### src/rtl/mdu_pkg.sv
// mdu_pkg: shared types and helpers for the multiply/divide unit.
//   mdu_op_t    - op field encoding shared with the main decoder
//   mdu_state_t - MDU sequencer states
//   neg_if      - conditional two's-complement negation used for sign correction
package mdu_pkg;

    localparam int MDU_XLEN = 32;
    localparam int MDU_W2   = 2 * MDU_XLEN;

    typedef enum logic [1:0] {MDU_MULT, MDU_MULTU, MDU_DIV, MDU_DIVU} mdu_op_t;
    typedef enum logic [1:0] {IDLE, MUL, DIV} mdu_state_t;

    function automatic logic [MDU_W2-1:0] neg_if(input logic [MDU_W2-1:0] value, input logic cond);
        return cond ? -value : value;
    endfunction

endpackage

### src/rtl/mult_div_unit.sv
// mult_div_unit: iterative MIPS multiply/divide unit holding the HI/LO registers.
//   clk, reset_n      - clock, asynchronous active-low reset
//   start, op         - launch mult/multu/div/divu (op sampled with start, only when idle)
//   src1, src2        - multiplicand/dividend, multiplier/divisor; src1 is also the mthi/mtlo data
//   hi_we, lo_we      - mthi/mtlo write strobes, honoured only when idle and start is low
//   hi, lo            - architectural HI/LO registers
//   busy, done        - operation in progress / one-cycle completion pulse
// N may not exceed MDU_XLEN, the width neg_if is built for.
module mult_div_unit
    import mdu_pkg::*;
#(
    parameter int N = MDU_XLEN
) (
    input  logic         clk,
    input  logic         reset_n,
    input  logic         start,
    input  logic [1:0]   op,
    input  logic [N-1:0] src1,
    input  logic [N-1:0] src2,
    input  logic         hi_we,
    input  logic         lo_we,
    output logic [N-1:0] hi,
    output logic [N-1:0] lo,
    output logic         busy,
    output logic         done
);

    localparam int CW = $clog2(N) + 1;

    mdu_state_t      r_state;
    logic [CW-1:0]   r_cnt;
    logic [N-1:0]    r_a;
    logic [2*N-1:0]  r_acc;
    logic [N:0]      r_rem;
    logic            r_neg_q;
    logic            r_neg_r;
    logic [N-1:0]    r_hi;
    logic [N-1:0]    r_lo;
    logic            r_busy;
    logic            r_done;

    logic            w_s1;
    logic            w_s2;
    logic [N-1:0]    w_mag1;
    logic [N-1:0]    w_mag2;
    logic [N:0]      w_sum;
    logic [2*N-1:0]  w_prod;
    logic [N:0]      w_rsh;
    logic            w_ge;
    logic [N:0]      w_rem;
    logic [N-1:0]    w_quo;
    logic            w_last;
    logic [MDU_W2-1:0] w_prod_c;
    logic [MDU_W2-1:0] w_quo_c;
    logic [MDU_W2-1:0] w_rem_c;
    logic            w_unused;

    assign w_s1   = ~op[0] & src1[N-1];
    assign w_s2   = ~op[0] & src2[N-1];
    assign w_mag1 = w_s1 ? -src1 : src1;
    assign w_mag2 = w_s2 ? -src2 : src2;

    // Multiply: multiplier sits in acc's low half and shifts out as the product shifts in.
    assign w_sum  = {1'b0, r_acc[2*N-1:N]} + {1'b0, r_acc[0] ? r_a : '0};
    assign w_prod = {w_sum, r_acc[N-1:1]};

    // Divide: dividend shifts out of acc's low half, quotient bits shift in behind it.
    assign w_rsh  = {r_rem[N-1:0], r_acc[N-1]};
    assign w_ge   = w_rsh >= {1'b0, r_a};
    assign w_rem  = w_ge ? w_rsh - {1'b0, r_a} : w_rsh;
    assign w_quo  = {r_acc[N-2:0], w_ge};

    assign w_last   = r_cnt == CW'(N - 1);
    assign w_prod_c = neg_if(MDU_W2'(w_prod), r_neg_q);
    assign w_quo_c  = neg_if(MDU_W2'(w_quo), r_neg_q);
    assign w_rem_c  = neg_if(MDU_W2'(w_rem[N-1:0]), r_neg_r);
    assign w_unused = ^{w_quo_c, w_rem_c, w_prod_c, w_rem[N], r_rem[N]};

    always_ff @(posedge clk or negedge reset_n) begin
        if (!reset_n) begin
            r_state <= IDLE;
            r_cnt   <= '0;
            r_a     <= '0;
            r_acc   <= '0;
            r_rem   <= '0;
            r_neg_q <= 1'b0;
            r_neg_r <= 1'b0;
            r_hi    <= '0;
            r_lo    <= '0;
            r_busy  <= 1'b0;
            r_done  <= 1'b0;
        end else begin
            r_done <= 1'b0;
            case (r_state)
                IDLE: begin
                    if (start) begin
                        r_state <= op[1] ? DIV : MUL;
                        r_busy  <= 1'b1;
                        r_cnt   <= '0;
                        r_rem   <= '0;
                        // A zero divisor keeps the quotient all ones and the remainder equal to src1.
                        r_neg_q <= (w_s1 ^ w_s2) & (|src2);
                        r_neg_r <= w_s1;
                        r_a     <= op[1] ? w_mag2 : w_mag1;
                        r_acc   <= {{N{1'b0}}, op[1] ? w_mag1 : w_mag2};
                    end else begin
                        if (hi_we) r_hi <= src1;
                        if (lo_we) r_lo <= src1;
                    end
                end
                MUL: begin
                    r_acc <= w_prod;
                    r_cnt <= r_cnt + CW'(1);
                    if (w_last) begin
                        r_hi    <= w_prod_c[2*N-1:N];
                        r_lo    <= w_prod_c[N-1:0];
                        r_state <= IDLE;
                        r_busy  <= 1'b0;
                        r_done  <= 1'b1;
                    end
                end
                DIV: begin
                    r_rem          <= w_rem;
                    r_acc[N-1:0]   <= w_quo;
                    r_cnt          <= r_cnt + CW'(1);
                    if (w_last) begin
                        r_hi    <= w_rem_c[N-1:0];
                        r_lo    <= w_quo_c[N-1:0];
                        r_state <= IDLE;
                        r_busy  <= 1'b0;
                        r_done  <= 1'b1;
                    end
                end
                default: r_state <= IDLE;
            endcase
        end
    end

    assign hi   = r_hi;
    assign lo   = r_lo;
    assign busy = r_busy;
    assign done = r_done;

endmodule

### config.mk
export PLATFORM = sky130hd
export DESIGN_NAME = mult_div_unit
export DESIGN_NICKNAME = d
export VERILOG_FILES = /design/src/rtl/mdu_pkg.sv /design/src/rtl/mult_div_unit.sv
export SDC_FILE = /design/constraint.sdc
export NUM_CORES = 1
export LEC_CHECK = 0
export ABC_AREA = 1
export CELL_PAD_IN_SITES_DETAIL_PLACEMENT = 1
export CELL_PAD_IN_SITES_GLOBAL_PLACEMENT = 2
export CORE_ASPECT_RATIO = 2
export CORE_UTILIZATION = 30
export CTS_CLUSTER_DIAMETER = 120
export DETAILED_ROUTE_END_ITERATION = 16
export PLACE_DENSITY_LB_ADDON = 0.25
export SETUP_SLACK_MARGIN = 0.15
export SYNTH_ARGS = -nofsm -noshare
export SYNTH_HDL_FRONTEND = slang
export SYNTH_SLANG_ARGS = --single-unit
### constraint.sdc
create_clock -name clk -period 3.62 [get_ports clk]
set_clock_uncertainty 0.15 [all_clocks]
set_input_delay 0.724 -clock clk [delete_from_list [all_inputs] [get_ports clk]]
set_output_delay 0.724 -clock clk [all_outputs]
set_load 0.05 [all_outputs]
==> results.md <==
* Hold Violations, Final at 10
* Syn-to-layout area delta at 54.7%
* Final net count at a little over 4000
* Hold Crit Class: in2async
* Synthesized flop and latch total at between 200 and 250
* Reg2Reg Depth at 26
* Tcrit/Tclk final at 0.996
* Rel. slew slack at 0.417
* Clock root buffer master: clkbuf_16
* Crit-path max FO at 5
* Num CTS Buffers at 23
* Vert. Die Dim at ~360 µm
* Top cells by count, synth: nand2_1 (767), inv_1 (424), nor2_1 (336)
* Mean Syn Cell Area at between 6 and 7 µm²
* CORE AREA at 64700 µm²
* Top cell by count, worst path: nand2_2
* R2R Path End: hi[23]$_DFFE_PN0P_
* Port Buf Inserts at 136
* Post-synth EDFFs at 0
* # clock sinks at between 200 and 250
* Initial antenna violation count at 1
* CTS clk-pin slew, worst paths at roughly 0.070 ns
* Starting Density at 0.303
* Setup_tns at 0 ns
* FMAX at around 0.28 GHz
* Critical path capture point type: register
* Final min period at between 3 and 4 ns
* Antenna Violating Nets Remaining at 0
* Synth area leader: dfrtp_1
* Gr ovfl total at 0
* Largest net degree at the start of global routing at 103
* Primary FF master, synth: dfrtp_1
* Hold WS at -0.0231 ns
* Vias per std cell at 5.30
* Die area at roughly 67000 µm²
* Routability cong. at around 0.99
* Peak VDD IR at roughly 1000 µV
* Status: finished, violations left
* Worst Path Required at just under 4 ns
* Power per standard cell area at 1010 nW/µm²
* Clk Latency, worst-skew pair at 0.58 ns
* Via count at ~25000
* Worst endpoint data arrival time at just under 4 ns
* Worst-margin pin slew at about 0.87 ns
* Seq/Total Area, Yosys at 0.260
* Cells after Synth at 3147
* Fraction of layout cells with a size suffix above 1 at 0.333
* Drt wl/cell at 25.5 µm
* Fill cells at between 8000 and 9000
* Total power at approximately 31 mW
* Post-detail-place hpwl at between 90000 and 100000 µm
* Lkg Pwr at roughly 15 nW
* Max Slew Vio Count at 0
* Top-count cell post-synth: nand2_1
* Die width at 183 µm
* Distinct cells, synth at 60
* Failing checks: hold timing
* Worst r2r src: r_a[7]$_DFFE_PN0P_
* CP max stage cell: dfrtp_1
* Yosys top cell area share at 0.260
* Async SR Flop Fraction at 1.00
* Boundary Pins at between 100 and 150
* Crit Path Category: reg2reg
* CTS tree: yes
* Global-route wire length before repair at between 150000 and 200000 µm
* Cell area after layout at 30400 µm²
* CP max stage delay at approximately 0.42 ns
* Total Wirelength at 122000 µm
* Synth warnings at 0
* CTS Hold Bufs at 0
* Vias in the first global route at around 28000
* Rows at ~130
* Top cells by area, synth: dfrtp_1 (26%), nand2_1 (15%), inv_1 (8.1%)
* Max Cap Violations at 0
* DR iter-0 viols at 1170
* Net Count, Synth at 3294
* DP Area at 26600 µm²
* Synthesized cell area at 19600 µm²
* Clock Tree Buf Depth at 3
* Reg2Reg Setup Slack at 0.01 ns
* DRT Pass-1 Iters at 5
* Remaining DRCs at 0
* H-tree Lvls at 1
* Tot GR Track Use at 0.366
* Setup Viol. Count Final at 0
* RSZ-0062 raised after global routing: true
* Startpoint types: register
## state kept, by name, summed over array words and instances (netlist names)
| signal | flops |
|---|---|
| r_acc | 64 |
| r_cnt | 6 |
| r_neg_r | 1 |
| r_state | 2 |
| r_rem | 32 |
| hi | 32 |
| r_a | 32 |
| r_neg_q | 1 |
| busy | 1 |
| lo | 32 |
| done | 1 |
## layout make-up
type                            count  area, µm²  share of cell area
Clock inverter                     16        254             0.00836
Multi-Input combinational cell   2368      14500               0.478
Inverter                          452       1720              0.0566
Clock buffer                       24        589              0.0194
Sequential cell                   204       5110               0.168
Timing Repair Buffer              862       7090               0.233
Antenna cell                        2       5.00            0.000165
Tap cell                          871       1090              0.0359
## power breakdown
part           switching, mW  total, mW  leakage (nW)  internal [mW]
registers               1.00       4.24          2.58           3.24
logic                   14.6       23.8          11.8           9.16
clock network           1.21       2.83         0.408           1.62
total                   16.8       30.8          14.8           14.0
## critical path, delay by kind of cell, from the launching register on
family          cells  cell delay [ns]
simple gates       17             1.51
compound gates      3             0.50
flops               1             0.42
fa+ha+maj           1             0.31
buf+inv             5             0.60
## repair_timing
item / in CTS / in global routing
cloned: 0 / 1
pin swaps: 92 / 55
setup endpoints to repair: 78 / 85
resized for setup: 354 / 216
buffers inserted: 49 / 28
## kinds of logic (layout without fill, tap and decap cells)
logic type,after synthesis,count (layout),synth area share
other,0,2,0
xor gates and xnor gates,104,104,0.0464
and+or+nand+nor,1510,1510,0.330
buffers and inverters,575,1354,0.113
AOI/OAI and AO/OA,678,678,0.201
DFF,204,204,0.260
adders and majority gates,76,76,0.0492
## cell usage in the layout (no fill, tap or decap), drive strengths merged, types with 78 or more instances in the layout
| cell | n |
|---|---|
| nand2 | 803 |
| buf | 728 |
| inv | 450 |
| nor2 | 354 |
| o21ai | 272 |
| dfrtp | 204 |
| nand3 | 200 |
| a21oi | 159 |
| clkdlybuf4s50 | 133 |
| o22ai | 105 |
| xor2 | 78 |
## worst max-delay path by stage
stage,startpoint,end,slack (ns),depth (start not counted)
after floorplan,r_acc[0]$_DFFE_PN0P_,hi[31]$_DFFE_PN0P_,0.23,26
after global placement,src1[1],r_a[31]$_DFFE_PN0P_,-0.66,15
after detailed placement,src1[1],r_a[31]$_DFFE_PN0P_,-0.68,15
after CTS,r_acc[0]$_DFFE_PN0P_,hi[31]$_DFFE_PN0P_,0.003,26
after global routing,r_acc[0]$_DFFE_PN0P_,hi[31]$_DFFE_PN0P_,-0.19,25
final,r_a[7]$_DFFE_PN0P_,hi[23]$_DFFE_PN0P_,0.01,26
## through the flow
stage	instances	setup WS (ns)	hold slack [ns]	utilization
floorplan	3147	0.227	0.278	-
global placement	4679	-0.661	0.321	0.412
detailed placement	4679	-0.682	0.327	0.412
CTS	4768	0.00344	0.00664	0.453
global route	4797	-0.187	0.0367	0.469
finish	4799	0.0127	-0.0231	0.470
## layer usage
metal  routed length, µm  track usage  share of wire  vias up
li1                    -            -              -    11800
met1               39800        0.337           0.33    12400
met2               62800        0.670           0.51      779
met3                3770       0.0375          0.031      487
met4               16000        0.391           0.13        0
met5                   0            0              0        -
No activity file was read; power rests on OpenSTA's default activity.
